<file path="src/rtl/breakout_pkg.sv">
// breakout_pkg: shared game-state encoding, board geometry, start lives and colour constants
package breakout_pkg;
  typedef enum logic [2:0] {
    IDLE        = 3'd0,
    SERVE       = 3'd1,
    PLAY        = 3'd2,
    LEVEL_CLEAR = 3'd3,
    GAME_OVER   = 3'd4,
    PAUSED      = 3'd5
  } state_t;
  localparam int NUM_BLOCKS_X = 14;
  localparam int NUM_BLOCKS_Y = 4;
  localparam logic [3:0] START_LIVES = 4'd7;
  localparam logic [11:0] COL_BG = 12'h000;
  localparam logic [11:0] COL_PADDLE = 12'hfff;
  localparam logic [11:0] COL_BALL = 12'hff0;
  localparam logic [11:0] COL_BLOCK = 12'hf80;
endpackage

</file>
<file path="src/rtl/game_sequencer_tick_gen.sv">
// tick_gen: period counter (enable freezes, clear zeroes) emitting a registered one-cycle tick each period
module tick_gen (
  input  logic        clk,
  input  logic        rst,
  input  logic        en,
  input  logic        clr,
  input  logic [31:0] period,
  output logic        tick
);
  logic [31:0] cnt;
  logic        wrap;
  assign wrap = cnt == period - 32'd1;
  always_ff @(posedge clk) begin
    if (rst || clr) begin
      cnt  <= '0;
      tick <= 1'b0;
    end else begin
      tick <= en && wrap;
      cnt  <= !en ? cnt : wrap ? '0 : cnt + 32'd1;
    end
  end
endmodule

</file>
<file path="src/rtl/game_sequencer.sv">
// game_sequencer: breakout game FSM owning lives, level, serve delay and motion tick; PAUSE_EN enables pause
module game_sequencer
  import breakout_pkg::*;
#(
  parameter int unsigned SERVE_DELAY = 50_000_000,
  parameter int unsigned BASE_PERIOD = 750_000,
  parameter int unsigned PERIOD_STEP = 50_000,
  parameter int unsigned MIN_PERIOD  = 250_000,
  parameter int unsigned NUM_BLOCKS  = 56,
  parameter int unsigned MAX_LEVEL   = 7
) (
  input  logic                  clk,
  input  logic                  rst,
  input  logic                  btn_start,
  input  logic                  btn_pause,
  input  logic                  ball_missed,
  input  logic [NUM_BLOCKS-1:0] visible,
  output logic                  move_tick,
  output logic                  ball_reset,
  output logic                  board_reload,
  output logic [3:0]            lives,
  output logic [2:0]            level,
  output logic [2:0]            game_state
);
`ifdef PAUSE_EN
  localparam bit PAUSE_ON = 1'b1;
`else
  localparam bit PAUSE_ON = 1'b0;
`endif
  localparam logic [2:0] MAX_LVL = 3'(MAX_LEVEL);
  state_t      state;
  logic        start_q, pause_q, start_press, pause_press, cleared, delay_done, tick_en, tick_clr;
  logic [31:0] dly, period, dec;
  assign game_state  = state;
  assign start_press = btn_start && !start_q;
  assign pause_press = PAUSE_ON && btn_pause && !pause_q;
  assign cleared     = ~|visible;
  assign delay_done  = dly == SERVE_DELAY - 1;
  assign dec         = {29'd0, level} * PERIOD_STEP;
  assign tick_en     = state == PLAY && !cleared && !ball_missed && !pause_press;
  assign tick_clr    = state != PLAY && state != PAUSED;
  tick_gen u_tick (
    .clk    (clk),
    .rst    (rst),
    .en     (tick_en),
    .clr    (tick_clr),
    .period (period),
    .tick   (move_tick)
  );
  always_ff @(posedge clk) begin
    if (rst) begin
      state        <= IDLE;
      lives        <= START_LIVES;
      level        <= '0;
      start_q      <= 1'b0;
      pause_q      <= 1'b0;
      dly          <= '0;
      period       <= BASE_PERIOD;
      ball_reset   <= 1'b0;
      board_reload <= 1'b0;
    end else begin
      start_q      <= btn_start;
      pause_q      <= btn_pause;
      ball_reset   <= 1'b0;
      board_reload <= 1'b0;
      dly          <= ((state == SERVE || state == LEVEL_CLEAR) && !delay_done) ? dly + 32'd1 : '0;
      period       <= (BASE_PERIOD > dec && BASE_PERIOD - dec > MIN_PERIOD) ? BASE_PERIOD - dec : MIN_PERIOD;
      case (state)
        IDLE, GAME_OVER:
          if (start_press) begin
            lives        <= START_LIVES;
            level        <= '0;
            ball_reset   <= 1'b1;
            board_reload <= 1'b1;
            state        <= SERVE;
          end
        SERVE:
          if (delay_done) state <= PLAY;
        PLAY:
          if (cleared) state <= LEVEL_CLEAR;
          else if (ball_missed) begin
            lives      <= lives - 4'd1;
            ball_reset <= lives != 4'd1;
            state      <= lives == 4'd1 ? GAME_OVER : SERVE;
          end else if (pause_press) state <= PAUSED;
        LEVEL_CLEAR:
          if (delay_done) begin
            level        <= level < MAX_LVL ? level + 3'd1 : level;
            ball_reset   <= 1'b1;
            board_reload <= 1'b1;
            state        <= SERVE;
          end
        PAUSED:
          if (pause_press) state <= PLAY;
        default: state <= IDLE;
      endcase
    end
  end
endmodule
</file>
<file path="config.mk">
export PLATFORM = sky130hd
export DESIGN_NAME = game_sequencer
export DESIGN_NICKNAME = d
export VERILOG_FILES = /design/src/rtl/breakout_pkg.sv /design/src/rtl/game_sequencer_tick_gen.sv /design/src/rtl/game_sequencer.sv
export SDC_FILE = /design/constraint.sdc
export NUM_CORES = 1
export LEC_CHECK = 0
export ABC_AREA = 1
export BUFFER_PORTS_ARGS = -buffer_cell sky130_fd_sc_hd__buf_2
export CORE_MARGIN = 5
export CORE_UTILIZATION = 54
export CTS_BUF_LIST = sky130_fd_sc_hd__clkbuf_4
export DETAILED_ROUTE_END_ITERATION = 16
export GPL_TIMING_DRIVEN = 1
export HOLD_SLACK_MARGIN = 0.15
export PLACE_DENSITY = 0.74
export SLEW_MARGIN = 10
export SYNTH_ARGS = -nofsm -noshare
export SYNTH_HDL_FRONTEND = slang
export SYNTH_HIERARCHICAL = 1
export SYNTH_SLANG_ARGS = --single-unit
export TNS_END_PERCENT = 10
</file>
<file path="constraint.sdc">
create_clock -name clk -period 4.3 [get_ports clk]
set_input_delay 0.215 -clock clk [delete_from_list [all_inputs] [get_ports clk]]
set_output_delay 0.215 -clock clk [all_outputs]
set_load 0.1 [all_outputs]
</file>
==> run metrics, run 1 <==
Slew Limit Fails 0; worst path arrival time ~3.5 ns; nets 1265; Synth Area in XOR/XNOR 0.0831; post-synthesis mux area share 0; Setup Crit Path Kind register to register; CP endpoint u_tick/cnt[21]$_SDFFE_PP0P_; Layout area overhead 12.6%; most common cell after layout, fill and taps aside nand2_1; startpoint class of the critical path register; CTS Root Cell clkbuf_4; flops & latches, synth between 90 and 100; placed cell count 1340; Worst Path Required 4.66 ns; number of CTS-inserted buffers 9; setup violators final 0; status finished clean; GP Congestion around 0.9; CTS max path bufs 2; first-pass GRT wire length ~26000 um; PwrDens between 300 and 400 nW/um2; Die Y between 100 and 150 um; Worst path max stage delay 0.38 ns; die area around 15000 um2; Max Clk Rate 315 MHz; post-synthesis simple-gate area fraction 0.457; largest net degree at the start of global routing 33; clock-pin slew on the worst setup and hold paths ~0.15 ns; Hold Crit Class input pin to register; vias in the first global route slightly below 6000; period utilization 0.739; Post-Synthesis Cells 1068; Die W between 100 and 150 um; crit-path cells inv_1, nor3_4, inv_2, nor2_1, nand2_1, inv_1, inv_1, nor3_1, nand2_1, nor3_1, nand4_1, nor3_1, nand3_1, nand2_1, nor2_2; num ports between 70 and 80; Core Box Area about 12000 um2; initial antenna violation count 1; initial core utilization 0.555; actual slew at the worst max-slew pin 0.617 ns; Cell Area, Synth between 6000 and 7000 um2; fillers 1200; CTS tree done; Vias around 6400; Post-synth EDFFs 0; register area share after synthesis 0.278; DPL Wire Length 12000 um; Post-synth ARST share 0; share of cells above drive strength 1 0.137; Avg Synthesized Cell Area about 6.3 um2; CTS sink cnt between 90 and 100; flop2flop setup slack roughly 1.1 ns; Tmin final 3.18 ns; aggregate global routing overflow 0; Reg area about 1900 um2; Worst setup EP type register; H-tree levels 3; Global Route Usage Sum 0.214; clock latency on the worst-skew pair around 0.46 ns; Routed WL 14900 um; port buffer count ~70; Leakage ~0.0033 uW; TritonRoute pass-1 iters 5; yosys warns 6; post-synthesis adder-cell area fraction 0.0299; buffers and inverters on the worst path 4; relative max-transition margin 0.587; final setup skew 0.0169 ns; worst setup path start game_state[1]$_SDFFE_PP0P_; Iter 0 DRT Violations ~360; CP delay by family, top simple AND/OR/NAND/NOR gates; distinct cell type count after synthesis 47; RSZ-0062 raised after global routing false; peak supply drop roughly 0.27 mV; Site Rows 40; DRC viols 0; hold path start visible[52]; Non-Filler Instances roughly 1400; reg-to-reg startpoint game_state[1]$_SDFFE_PP0P_; Synth Area in Compound Gates 0.0544; largest family of logic cells by synthesized area simple AND/OR/NAND/NOR gates; Post-synth top flop dfxtp_1; Multi-input gate area between 4000 and 5000 um2; vias per cell between 4 and 5; cell depth of the worst setup path 15; RR Endpoint u_tick/cnt[21]$_SDFFE_PP0P_; setup TNS 0 ns; number of routed nets with antenna violations 0; most frequent cells in the layout nand2_1 (281), nor2_1 (195), inv_1 (142), dfxtp_1 (93), buf_2 (72); Avg WL per Cell 10.9 um; critical path fanouts, max 11; Slowest cell on crit path dfxtp_1; Max Cap Viol 0; Reg2Reg Depth 15; Resize count post-CTS 0; Final Hold Fails 0
## per-stage QoR
step	instance area [um2]	power (uW)	setup WS [ns]	hold WS, ns	util
3_5_place_dp	7330	1750	1.20	0.451	0.608
4_1_cts	7540	2290	1.16	0.299	0.625
6_report	7540	2280	1.12	0.326	0.625
2_1_floorplan	6860	1630	1.06	0.361	-
3_3_place_gp	7330	1740	1.23	0.430	0.608
5_1_grt	7540	2440	0.782	0.349	0.625
## metal layers
layer,track usage,vias to the layer above,wire [um]
met5,0,-,0
met4,0.0749,0,205
met3,0.0280,16,428
met2,0.363,90,7060
met1,0.278,2779,7210
li1,-,3524,-
## Yosys cell counts (2+ instances only)
master | count | area share
nor3_1 | 33 | 0.025
nor3b_1 | 2 | 0.0022
nor3_4 | 3 | 0.0073
nand3_1 | 55 | 0.041
xnor2_1 | 19 | 0.025
nand3_2 | 4 | 0.0060
buf_4 | 5 | 0.0056
nand4_1 | 28 | 0.026
nor4_1 | 2 | 0.0019
o21ai_1 | 2 | 0.0015
nor2_1 | 195 | 0.11
inv_1 | 142 | 0.080
nor2_4 | 5 | 0.0084
nand2_1 | 281 | 0.16
clkbuf_1 | 3 | 0.0017
nand2_4 | 3 | 0.0050
o21ai_0 | 21 | 0.016
inv_2 | 5 | 0.0028
o22ai_1 | 3 | 0.0028
a21oi_1 | 24 | 0.018
nand3b_1 | 2 | 0.0022
or2_0 | 5 | 0.0047
dfxtp_1 | 93 | 0.28
o21bai_1 | 7 | 0.0078
nand2_2 | 7 | 0.0065
buf_12 | 2 | 0.0060
nor2_2 | 36 | 0.034
ha_1 | 16 | 0.030
or2_2 | 4 | 0.0037
xor2_1 | 40 | 0.052
and2_1 | 2 | 0.0019
nor3_2 | 4 | 0.0060
## registers in the layout, indices dropped and copies added, names as in the netlist
| signal | flops |
|---|---|
| ball_reset | 1 |
| board_reload | 1 |
| dly | 32 |
| game_state | 3 |
| level | 3 |
| lives | 4 |
| period | 15 |
| start_q | 1 |
| u_tick/cnt | 32 |
| u_tick/tick | 1 |
## cell families after synthesis
group	after synthesis
adders and majority gates	16
DFF	93
and+or+nand+nor	675
other	1
buffers and inverters	158
AOI/OAI and AO/OA	64
xor gates and xnor gates	61
## worst reg2reg max path, stage by stage (launching register included)
cell and delay [ns]:
dfxtp_1 0.38, inv_1 0.10, nor3_4 0.25, inv_2 0.07
nor2_1 0.12, nand2_1 0.11, inv_1 0.37, inv_1 0.14
nor3_1 0.37, nand2_1 0.18, nor3_1 0.31, nand4_1 0.20
nor3_1 0.26, nand3_1 0.10, nand2_1 0.09, nor2_2 0.04
## report_power, final
group	switching, uW	internal, uW
logic	540	216
clock network	300	233
registers	68.2	919
total	908	1370
## worst min path at each step
| stage | endpoint | slack, ns | depth (start not counted) |
|---|---|---|---|
| after floorplan | start_q$_SDFF_PP0_ | 0.36 | 2 |
| after global placement | dly[0]$_SDFF_PP0_ | 0.43 | 1 |
| after detailed placement | dly[0]$_SDFF_PP0_ | 0.45 | 1 |
| after CTS | game_state[1]$_SDFFE_PP0P_ | 0.30 | 8 |
| after global routing | game_state[1]$_SDFFE_PP0P_ | 0.35 | 8 |
| final | game_state[1]$_SDFFE_PP0P_ | 0.33 | 8 |
## repair_timing
action,CTS,global route
hold buffers,5,0
hold endpoints to repair,8,0
setup buffers,0,0
## final cells by class
cell class              count  share of cell area
diodes                      1            0.000332
clock buffers               9             0.00896
clock inverters             7              0.0118
inverters                 147              0.0732
multi-input cells         860               0.576
flip-flops and latches     93               0.247
well taps                 168              0.0279
repair buffers             77              0.0544
Power figures use the tool's default switching activity.
==> run 2: changes to the inputs <==
clock period = 2.95 ns   (was 4.3 ns; I/O delays follow)
==> run 2 against run 1 <==
  * Clock power is 47% higher
  * Count of clock-buffer cells in the layout up 1
  * Worst setup slack worse by 0.81 ns
  * First-iteration DRC count down 18%
  * Power up 47%
  * Non-clock buffer count increased by 3
  * Via count up 0.19%
  * Largest power group unchanged
  * Global-route usage is 0.26 points lower
  * Critical path type unchanged
  * Combinational power rose by 48%
==> run metrics, run 2 (same netlist as run 1, synthesis figures left out) <==
status finished clean; fin util 0.628 (+0.00280); Avg WL per Cell 10.9 um (-0.44%); CTS tree done; met2 usage 0.363 (about the same); buffers and inverters on the worst path 4 (unchanged); Slowest cell on crit path dfxtp_1; first-pass GRT wire length 26000 um (-1.0%); startpoint class of the critical path register; number of CTS-inserted buffers 9 (unchanged); vias in the first global route 5988 (+0.39%); initial antenna violation count 1 (unchanged); final setup skew 0.0241 ns (+0.00728 ns); most frequent cells in the layout nand2_1 (281), nor2_1 (195), inv_1 (141), dfxtp_1 (92), buf_2 (72); actual slew at the worst max-slew pin 0.638 ns (+0.0213 ns); peak supply drop 0.521 mV (+90%); aggregate global routing overflow 0 (unchanged); nets 1268 (+0.24%); Leakage 0.00336 uW (+0.64%); number of routed nets with antenna violations 0 (unchanged); vias per cell 4.70 (about the same); relative max-transition margin 0.573 (-0.0143); CP delay by family, top adder cells; crit-path cells inv_1, ha_1, inv_1, ha_1, ha_1, inv_1, nor2_1, nand3_1, xnor2_1, nand3_2, nand2_1, inv_1, nand3_1; DRC viols 0 (unchanged); period utilization 0.893 (+0.155); Routed WL 14900 um (-0.22%); setup TNS 0 ns (unchanged); Core Box Area 12100 um2 (unchanged); most common cell after layout, fill and taps aside nand2_1; met1 GRT Util 0.273 (-0.00439); H-tree levels 3 (unchanged); Slew Limit Fails 0 (unchanged); DPL Wire Length 12100 um (+0.59%); critical path fanouts, max 7 (-4); Site Rows 40 (unchanged); largest net degree at the start of global routing 33 (unchanged); Worst setup EP type register; Max Cap Viol 0 (unchanged); Regs by FF count dly: 32 flops, u_tick/cnt: 32 flops, period: 15 flops; setup violators final 0 (unchanged); Most Crowded Layer GR met2; num ports 74 (unchanged); CTS Root Cell clkbuf_4; Setup Crit Path Kind register to register; Crit path top cell by count inv_1; Max Clk Rate 379 MHz (+20%); Global Route Usage Sum 0.211 (-0.00263); PwrDens 441 nW/um2 (+46%); die area 14700 um2 (unchanged); clock latency on the worst-skew pair 0.44 ns (-0.02 ns); Post-CTS Repair Setup Buffers 0 (unchanged); Vias 6421 (+0.19%); TritonRoute pass-1 iters 5 (unchanged); Worst path max stage delay 0.50 ns (+0.12 ns); Hold Crit Class input pin to register; Layout area overhead 13.1%; met3 Track Usage GR 0.0331 (+0.00513); share of cells above drive strength 1 0.143 (+0.00551); RSZ-0062 raised after global routing false; port buffer count 72 (unchanged); Tmin final 2.64 ns (-0.540 ns); Total Power 3340 uW (+47%); initial core utilization 0.555 (unchanged); GP Congestion 0.913 (+4.4%); Iter 0 DRT Violations 296 (-18%); Die Y 121 um (unchanged); Worst Path Required 3.32 ns (-1.34 ns); worst path arrival time 3.00 ns (-0.53 ns); Final Hold Fails 0 (unchanged); CTS sink cnt 93 (unchanged); Die W 121 um (unchanged); clock-pin slew on the worst setup and hold paths 0.15 ns (about the same); CTS max path bufs 2 (unchanged)
run 2: changes by cell type in the layout (fill, tap and decap cells not counted):
| cell | previous run | this run |
|---|---|---|
| clkbuf_4 | 9 | 10 |
| dfxtp_1 | 93 | 92 |
| nor3_1 | 33 | 32 |
| buf_4 | 0 | 3 |
| clkinv_1 | 2 | 1 |
| clkinv_4 | 0 | 1 |
| nor3_2 | 4 | 5 |
| inv_2 | 5 | 6 |
| clkinvlp_4 | 1 | 0 |
| inv_1 | 142 | 141 |
| dfxtp_2 | 0 | 1 |
run 2: worst min-delay path: cells and delay by family:
kind	cells	cell delay, ns
AOI/OAI and AO/OA	1	0.05
and+or+nand+nor	6	0.41
buffers and inverters	1	0.07
run 2: timing repair:
item | CTS | global route
endpoints found under the hold margin | 8 | 0
hold buffers | 5 | 0
gates resized for setup | 0 | 2
setup endpoints to repair | 0 | 3
run 2: final cells by class:
cell class / count / area, um2
antenna: 1 / 2.50
multi-input combinational: 860 / 4350
clock inverter: 6 / 86.3
timing repair buffer: 80 / 433
inverter: 147 / 552
fill: 1214 / 4490
sequential: 93 / 1860
tap: 168 / 210
clock buffer: 10 / 75.1
run 2: worst paths after layout:
path,end,slack [ns],cells after the start,from
worst max-delay path,period[12]$_SDFF_PP1_,0.31,13,level[1]$_SDFFE_PP0P_
worst min-delay path,game_state[1]$_SDFFE_PP0P_,0.26,8,visible[52]
worst max register to register,period[12]$_SDFF_PP1_,0.31,13,level[1]$_SDFFE_PP0P_
worst min register to register,dly[0]$_SDFF_PP0_,0.46,1,dly[0]$_SDFF_PP0_
run 2: per-layer routing:
metal	vias up	part of all wire	routed length, um
met5	-	0	0
met4	0	0.014	215
met3	21	0.035	513
met2	104	0.47	6980
met1	2769	0.48	7160
li1	3527	-	-
run 2: report_power, final:
group	switching, uW	leakage (uW)	internal, uW
Sequential	104	0.000753	1340
Combinational	797	0.00251	320
Clock	426	0.0000884	355
run 2: through the flow:
stage / cells / cell area (um2) / hold slack (ns) / worst slack [ns]
after global placement: 1343 / 7350 / 0.394 / 0.358
final: 1365 / 7570 / 0.260 / 0.314
after CTS: 1364 / 7560 / 0.220 / 0.257
after detailed placement: 1343 / 7350 / 0.401 / 0.285
after floorplan: 1111 / 6860 / 0.293 / 0.0645
after global routing: 1365 / 7570 / 0.296 / 0.00903
==> run 3: changes to the inputs <==
SLEW_MARGIN = 20   (was 10)
clock period = 3.15 ns   (was 2.95 ns; I/O delays follow)
==> run 3 against run 2 <==
  * Die area unchanged
  * Sequential power decreased by 6%
  * Worst hold slack got worse by 0.011 ns
  * Flip-flop and latch count unchanged
  * Worst setup slack got worse by 0.0060 ns
  * Via count increased by 1.1%
  * Critical path type unchanged
  * Largest cell class unchanged
==> run metrics, run 3 (same netlist as run 1, synthesis figures left out) <==
status finished clean; setup violators final 0 (unchanged); share of cells above drive strength 1 0.142 (-0.00144); aggregate global routing overflow 0 (unchanged); Avg WL per Cell 10.8 um (-0.68%); CP delay by family, top simple AND/OR/NAND/NOR gates; GP Congestion 0.906 (-0.84%); die area 14700 um2 (unchanged); Layout area overhead 12.5%; RR Endpoint u_tick/cnt[19]$_SDFFE_PP0P_; number of CTS-inserted buffers 9 (unchanged); startpoint class of the critical path register; initial core utilization 0.555 (unchanged); Worst path max stage delay 0.40 ns (-0.10 ns); Die W 121 um (unchanged); Iter 0 DRT Violations 366 (+24%); reg-to-reg startpoint game_state[2]$_SDFFE_PP0P_; Gate power share 0.338 (+0.004); WHS 0.248 ns (-0.0113 ns); Final Hold Fails 0 (unchanged); Die Y 121 um (unchanged); Core Box Area 12100 um2 (unchanged); Max Clk Rate 352 MHz (-7.2%); pre-CTS setup slack 0.287 ns (+0.00179 ns); fillers 1209 (-0.41%); RSZ-0062 raised after global routing false; H-tree levels 3 (unchanged); Switch Pwr 1230 uW (-7.0%); worst path arrival time 3.19 ns (+0.19 ns); clock latency on the worst-skew pair 0.46 ns (+0.02 ns); vias per cell 4.77 (+1.3%); Site Rows 40 (unchanged); Switching Fraction 0.405 (+0.00768); relative max-transition margin 0.597 (+0.0238); setup TNS 0 ns (unchanged); CTS Root Cell clkbuf_4; internal power 1810 uW (-9.9%); Crit path top cell by count nand2_1; Tmin final 2.84 ns (+0.206 ns); largest net degree at the start of global routing 33 (unchanged); ANT cells 0 (-1); Slew Limit Fails 0 (unchanged); num ports 74 (unchanged); actual slew at the worst max-slew pin 0.602 ns (-0.0355 ns); final setup skew 0.0138 ns (-0.0103 ns); initial antenna violation count 0 (-1); critical path fanouts, max 8 (+1); buffers and inverters on the worst path 3 (-1); DRC viols 0 (unchanged); Routed WL 14700 um (-0.89%); Hold Crit Class input pin to register; Post-CTS Repair Setup Buffers 0 (unchanged); Regs by FF count dly: 32 flops, u_tick/cnt: 32 flops, period: 15 flops; Vias 6492 (+1.1%); fin util 0.625 (-0.00301); DPL Wire Length 12000 um (-0.83%); PwrDens 404 nW/um2 (-8.3%); vias in the first global route 5899 (-1.5%); TritonRoute pass-1 iters 5 (unchanged); Total Power 3050 uW (-8.8%); number of routed nets with antenna violations 0 (unchanged); most common cell after layout, fill and taps aside nand2_1; Worst setup EP type register; first-pass GRT wire length 25600 um (-1.4%); Clk pwr share 0.219 (-0.015); final setup margin 0.308 ns (-0.00598 ns); peak supply drop 0.371 mV (-29%); period utilization 0.902 (+0.00866); CTS sink cnt 93 (unchanged); clock-pin slew on the worst setup and hold paths 0.14 ns (about the same); port buffer count 72 (unchanged); Hold Path Stages 8 (unchanged); Reg2Reg Depth 14 (+1); nets 1266 (-0.16%); Reg power frac 0.443 (+0.011); CTS tree done; flop2flop setup slack 0.31 ns (about the same); Leakage 0.00334 uW (-0.58%); Setup Crit Path Kind register to register; Max Cap Viol 0 (unchanged); crit-path cells nor3_4, inv_2, nor2_1, nand2_1, inv_1, inv_1, nor3_2, nand2_1, nor3_1, nand4_1, nor3_1, nand2_1, o21ai_0, nor2_2; most frequent cells in the layout nand2_1 (281), nor2_1 (195), inv_1 (142), dfxtp_1 (92), buf_2 (72); hold path start visible[52]; Global Route Usage Sum 0.209 (-0.00206); Hold EP game_state[1]$_SDFFE_PP0P_; Worst Path Required 3.50 ns (+0.18 ns); Slowest cell on crit path dfxtp_1; CTS max path bufs 2 (unchanged)
## run 3: cell count changes in the layout (fill, tap and decap cells not counted)
cell and delta:
clkinv_1 -1, clkbuf_4 +1, diode_2 -1, inv_1 +1
inv_2 -1, clkinvlp_4 +1, bufinv_16 -1, buf_4 -2
## run 3: how the worst max path moves through the flow
stage	start	to	slack, ns	cells past startpoint
global route	game_state[2]$_SDFFE_PP0P_	u_tick/cnt[30]$_SDFFE_PP0P_	0.04	17
floorplan	game_state[2]$_SDFFE_PP0P_	u_tick/cnt[19]$_SDFFE_PP0P_	0.26	15
finish	game_state[2]$_SDFFE_PP0P_	u_tick/cnt[19]$_SDFFE_PP0P_	0.31	14
global placement	game_state[2]$_SDFFE_PP0P_	u_tick/cnt[21]$_SDFFE_PP0P_	0.34	14
detailed placement	game_state[2]$_SDFFE_PP0P_	u_tick/cnt[19]$_SDFFE_PP0P_	0.29	14
CTS	game_state[2]$_SDFFE_PP0P_	u_tick/cnt[19]$_SDFFE_PP0P_	0.25	14
## run 3: area by class of cell
class,count,area (um2),area share
multi-input cells,860,4350,0.577
flip-flops and latches,93,1860,0.247
inverters,147,552,0.0732
repair buffers,78,418,0.0555
well taps,168,210,0.0279
clock buffers,11,82.6,0.0110
clock inverters,5,60.1,0.00797
## run 3: power groups by stage
stage	clock (uW)	combinational [uW]	sequential, uW
after global routing	748	1150	1370
final	668	1030	1350
after detailed placement	0	1020	1380
after CTS	691	1030	1350
after floorplan	0	682	1540
after global placement	0	1010	1370
## run 3: worst reg2reg max path, stage by stage, from the launching register on
cell	delay, ns
dfxtp_1	0.40
nor3_4	0.30
inv_2	0.06
nor2_1	0.12
nand2_1	0.11
inv_1	0.24
inv_1	0.14
nor3_2	0.29
nand2_1	0.16
nor3_1	0.29
nand4_1	0.18
nor3_1	0.22
nand2_1	0.07
o21ai_0	0.10
nor2_2	0.06
## run 3: layer usage
layer / wire (um) / vias to the layer above / share of wire / GRT usage
met5: 0 / - / 0 / 0
met4: 169 / 0 / 0.011 / 0.0525
met3: 541 / 17 / 0.037 / 0.0345
met2: 6960 / 112 / 0.47 / 0.360
met1: 7070 / 2830 / 0.48 / 0.272
li1: - / 3533 / - / -
## run 3: through the flow
| step | std cells | instance area [um2] |
|---|---|---|
| after floorplan | 1111 | 6860 |
| after global placement | 1341 | 7340 |
| after global routing | 1362 | 7540 |
| after CTS | 1362 | 7530 |
| after detailed placement | 1341 | 7340 |
| final | 1362 | 7540 |
## run 3: repair_timing
| item | 4_1_cts | 5_1_grt |
|---|---|---|
| hold buffers | 5 | 0 |
| endpoints found under the hold margin | 8 | 0 |
| setup endpoints to repair | 0 | 2 |
| gates resized for setup | 0 | 1 |
